<file path="config.mk">
export PLATFORM = sky130hd
export DESIGN_NAME = alu_share_arbiter
export DESIGN_NICKNAME = d
export VERILOG_FILES = /design/src/rtl/alu_share_arbiter.sv
export SDC_FILE = /design/constraint.sdc
export NUM_CORES = 1
export LEC_CHECK = 0
export ABC_AREA = 1
export BUFFER_PORTS_ARGS = -buffer_cell sky130_fd_sc_hd__clkbuf_2
export CORE_MARGIN = 3
export CORE_UTILIZATION = 35
export CTS_CLUSTER_SIZE = 25
export DETAILED_ROUTE_END_ITERATION = 12
export PLACE_DENSITY = 0.64
export RECOVER_POWER = 25
export SYNTH_ARGS = -nofsm -noshare
export SYNTH_HDL_FRONTEND = slang
export SYNTH_SLANG_ARGS = --single-unit
</file>
<file path="constraint.sdc">
create_clock -name clk -period 8.58 [get_ports clk]
set_clock_uncertainty 0.1 [all_clocks]
set_input_delay 1.716 -clock clk [delete_from_list [all_inputs] [get_ports clk]]
set_output_delay 1.716 -clock clk [all_outputs]
set_load 0.1 [all_outputs]
</file>
<file path="src/rtl/alu_share_arbiter.sv">
// Round-robin sharing of one ALU between two requesters, one op in flight.
// ALU_ARB_BYPASS_EN: drive the ALU straight from the winner, skip EXEC.
module alu_share_arbiter #(
  parameter int DATA_W = 32,
  parameter int CTRL_W = 4
) (
  input  logic              clk,
  input  logic              arst,
  input  logic              req0_valid,
  output logic              req0_ready,
  input  logic [CTRL_W-1:0] req0_ctrl,
  input  logic [DATA_W-1:0] req0_a,
  input  logic [DATA_W-1:0] req0_b,
  input  logic              req1_valid,
  output logic              req1_ready,
  input  logic [CTRL_W-1:0] req1_ctrl,
  input  logic [DATA_W-1:0] req1_a,
  input  logic [DATA_W-1:0] req1_b,
  output logic [CTRL_W-1:0] alu_control,
  output logic [DATA_W-1:0] alu_a,
  output logic [DATA_W-1:0] alu_b,
  input  logic [DATA_W-1:0] alu_result,
  input  logic              alu_zero,
  output logic              rsp_valid,
  input  logic              rsp_ready,
  output logic              rsp_id,
  output logic [DATA_W-1:0] rsp_result,
  output logic              rsp_zero
);

  typedef enum logic [1:0] {
    IDLE,
    EXEC,
    RESP
  } state_t;

  state_t            state;
  logic              last;
  logic [CTRL_W-1:0] op_ctrl;
  logic [DATA_W-1:0] op_a;
  logic [DATA_W-1:0] op_b;

  logic              idle;
  logic              any_v;
  logic              sel1;
  logic [CTRL_W-1:0] win_ctrl;
  logic [DATA_W-1:0] win_a;
  logic [DATA_W-1:0] win_b;

  assign idle  = (state == IDLE);
  assign any_v = req0_valid | req1_valid;

  // requester 1 wins when alone, or on a tie if 0 went last
  assign sel1 = req1_valid & (~req0_valid | ~last);

  assign req0_ready = idle & req0_valid & ~sel1;
  assign req1_ready = idle & sel1;

  always_comb begin
    win_ctrl = req0_ctrl;
    win_a    = req0_a;
    win_b    = req0_b;
    unique case (1'b1)
      sel1: begin
        win_ctrl = req1_ctrl;
        win_a    = req1_a;
        win_b    = req1_b;
      end
      default: ;
    endcase
  end

`ifdef ALU_ARB_BYPASS_EN
  always_comb begin
    alu_control = op_ctrl;
    alu_a       = op_a;
    alu_b       = op_b;
    if (idle && any_v) begin
      alu_control = win_ctrl;
      alu_a       = win_a;
      alu_b       = win_b;
    end
  end
`else
  assign alu_control = op_ctrl;
  assign alu_a       = op_a;
  assign alu_b       = op_b;
`endif

  always_ff @(posedge clk or posedge arst) begin
    if (arst) begin
      state      <= IDLE;
      last       <= 1'b1;
      op_ctrl    <= '0;
      op_a       <= '0;
      op_b       <= '0;
      rsp_valid  <= 1'b0;
      rsp_id     <= 1'b0;
      rsp_result <= '0;
      rsp_zero   <= 1'b0;
    end else begin
      unique case (state)
        IDLE: begin
          if (any_v) begin
            op_ctrl <= win_ctrl;
            op_a    <= win_a;
            op_b    <= win_b;
            last    <= sel1;
`ifdef ALU_ARB_BYPASS_EN
            rsp_valid  <= 1'b1;
            rsp_id     <= sel1;
            rsp_result <= alu_result;
            rsp_zero   <= alu_zero;
            state      <= RESP;
`else
            state <= EXEC;
`endif
          end
        end
        EXEC: begin
          // last already holds the ID of the op in flight
          rsp_valid  <= 1'b1;
          rsp_id     <= last;
          rsp_result <= alu_result;
          rsp_zero   <= alu_zero;
          state      <= RESP;
        end
        RESP: begin
          if (rsp_ready) begin
            rsp_valid <= 1'b0;
            state     <= IDLE;
          end
        end
        default: state <= IDLE;
      endcase
    end
  end

endmodule

</file>
==> out/results.tsv <==
metric	value	unit
CP cell instances	clkbuf_2 -> buf_4 -> nand2_2 -> nor2_1 -> clkbuf_2	
PortBufs	278	
Initial DRC Count	291	
Synth Cell Area	5303	um^2
outcome	finished with violations	
Crit path arrival time	3.11	ns
Rel. slew slack	-0.009174	
Fin. Hold Viols	0	
CP Data Required Time	6.76	ns
HP Class	flip-flop to flip-flop	
hold-fix buffers at CTS	0	
sequential share of the synthesized area	0.5005	
CTS Root Cell	clkbuf_16	
die area	16660	um^2
Num CTS Buffers	9	
DRT Pass-1 Iters	4	
Resized Gates After CTS	0	
DIE WIDTH	129.1	um
Post-Syn Instances	747	
worst-path fanout max	71	
Total GRT Usage	0.1806	
clk slew on worst S/H paths	0.07	ns
core area	14700	um^2
Avg WL per Cell	12.80	um
# setup viols final	0	
layout cells sized above 1	0.2863	
Yosys reg bits	106	
final period utilization	0.5745	
fin crit period	4.929	ns
commonest non-fill, non-tap cell in the layout	nand2_1	
Synth Area per Inst	7.099	um^2
synth warn	0	
slowest cell on the critical path	buf_4	
most frequent cells in the layout	309 x nand2_1, 260 x clkbuf_2, 139 x inv_1	
WL final	15230	um
Final Slew Violations	37	
Least-Margin Pin Slew	1.514	ns
total number of H-tree levels	3	
Synth area leader	dfrtp_1	
GR Overflow Total	0	
row cnt	44	
initial antenna violation count	0	
clk_lat worst skew	0.34	ns
remaining design rule violation count	0	
top-area cell type share of the netlist area	0.4955	
setup repair bufs after CTS	0	
Post-Route Setup TNS	0	ns
most numerous cell on the critical path	clkbuf_2	
die height	129.1	um
Setup crit start kind	input pin	
Max clock buf depth	2	
syn nets	921	
vias post-DR	5251	
pin count of the biggest net entering global routing	83	
vias in the first global route	4859	
Ports	279	
critical path class	input pin to output port	
largest cells by area after synthesis	dfrtp_1 50%, nand2_1 22%, nand3_1 13%	
nets	1175	
Final GP Congestion	0.8457	
Area Overhead vs Synth	32.56	%
Routed Antenna Nets	0	
post-DP HPWL	10720	um
Sink Count	106	
Max-Cap Viols	1	
CP Capture Type	output port	
global-route wire length before repair	24120	um
CTS tree	done	
Initial Util	0.3607	
vias per inst	4.413	
WP buf/inv	3	
f_max	0.2029	GHz
delay-heaviest family, CP	buffers and inverters	
synth unique cells	16	
max incr delay on CP	0.61	ns
failing checks	max-capacitance violations, max-slew violations	
ANT cells	0	
RSZ-0062 raised after global routing	false	
worst paths after layout:
path | endpoint | start | cells past startpoint | slack (ns)
worst max-delay path | req1_ready | req1_valid | 5 | 3.65
worst min-delay path | rsp_result[23] | rsp_result[23] | 2 | 0.37
worst max register to register | rsp_result[16] | state[1] | 5 | 5.44
worst min register to register | rsp_result[23] | rsp_result[23] | 2 | 0.37
max in group asynchronous | alu_a[16] | arst | 3 | 5.28
min in group asynchronous | alu_a[31] | arst | 2 | 1.49
through the flow:
step / setup WS, ns / hold WS, ns / instance area [um^2] / instances / utilization
finish: 3.651 / 0.3701 / 7029 / 1190 / 0.4782
global placement: 3.637 / 0.3530 / 6784 / 1174 / 0.4615
floorplan: 3.357 / 0.3751 / 5303 / 747 / -
CTS: 3.638 / 0.3752 / 7057 / 1190 / 0.4801
detailed placement: 3.640 / 0.3581 / 6784 / 1174 / 0.4615
global route: 3.533 / 0.3980 / 7029 / 1190 / 0.4782
Yosys cell counts:
cell type  instances
dfrtp_1          105
nor2_1             3
dfstp_2            1
inv_1            139
nor2_4             1
nand3_1          137
nand2_1          311
o21ai_2            1
buf_2             28
inv_2              2
buf_4              2
buf_6              1
clkbuf_1          11
nor2_2             1
o21ai_0            3
and3_1             1
per-layer routing:
| metal | track usage | wire (um) | vias to the layer above |
|---|---|---|---|
| met5 | 0 | 0 | - |
| met4 | 0.05559 | 204 | 0 |
| met3 | 0.03916 | 999 | 14 |
| met2 | 0.3012 | 7287 | 179 |
| met1 | 0.2359 | 6740 | 2335 |
| li1 | - | - | 2723 |
state kept, by name, summed over array words and instances (netlist names):
name and count:
rsp_id 1, alu_control 4, last 1, rsp_result 32, alu_b 32, state 2
alu_a 32, rsp_valid 1, rsp_zero 1
final cells by class:
| type | instances | area, um^2 |
|---|---|---|
| repair buffers | 285 | 1418 |
| well taps | 184 | 230.2 |
| multi-input cells | 458 | 1924 |
| clock inverters | 4 | 26.28 |
| flip-flops and latches | 106 | 2654 |
| clock buffers | 12 | 246.5 |
| inverters | 141 | 530.5 |
| fillers | 1545 | 7670 |
worst min-delay path, delay by kind of cell, from the launching register on:
family | cells | cell delay (ns)
flip-flops | 1 | 0.34
AND/OR/NAND/NOR | 2 | 0.10
logic make-up (layout without fill, tap and decap cells):
group           count (synthesis)  in the layout  share of synthesized area
compound gates                  4              4                   0.004483
simple gates                  454            454                     0.3561
buf+inv                       183            442                     0.1390
flops                         106            106                     0.5005
Power is not shown: default switching activity piles up to over one toggle a cycle in this logic, so the estimate is an artifact.
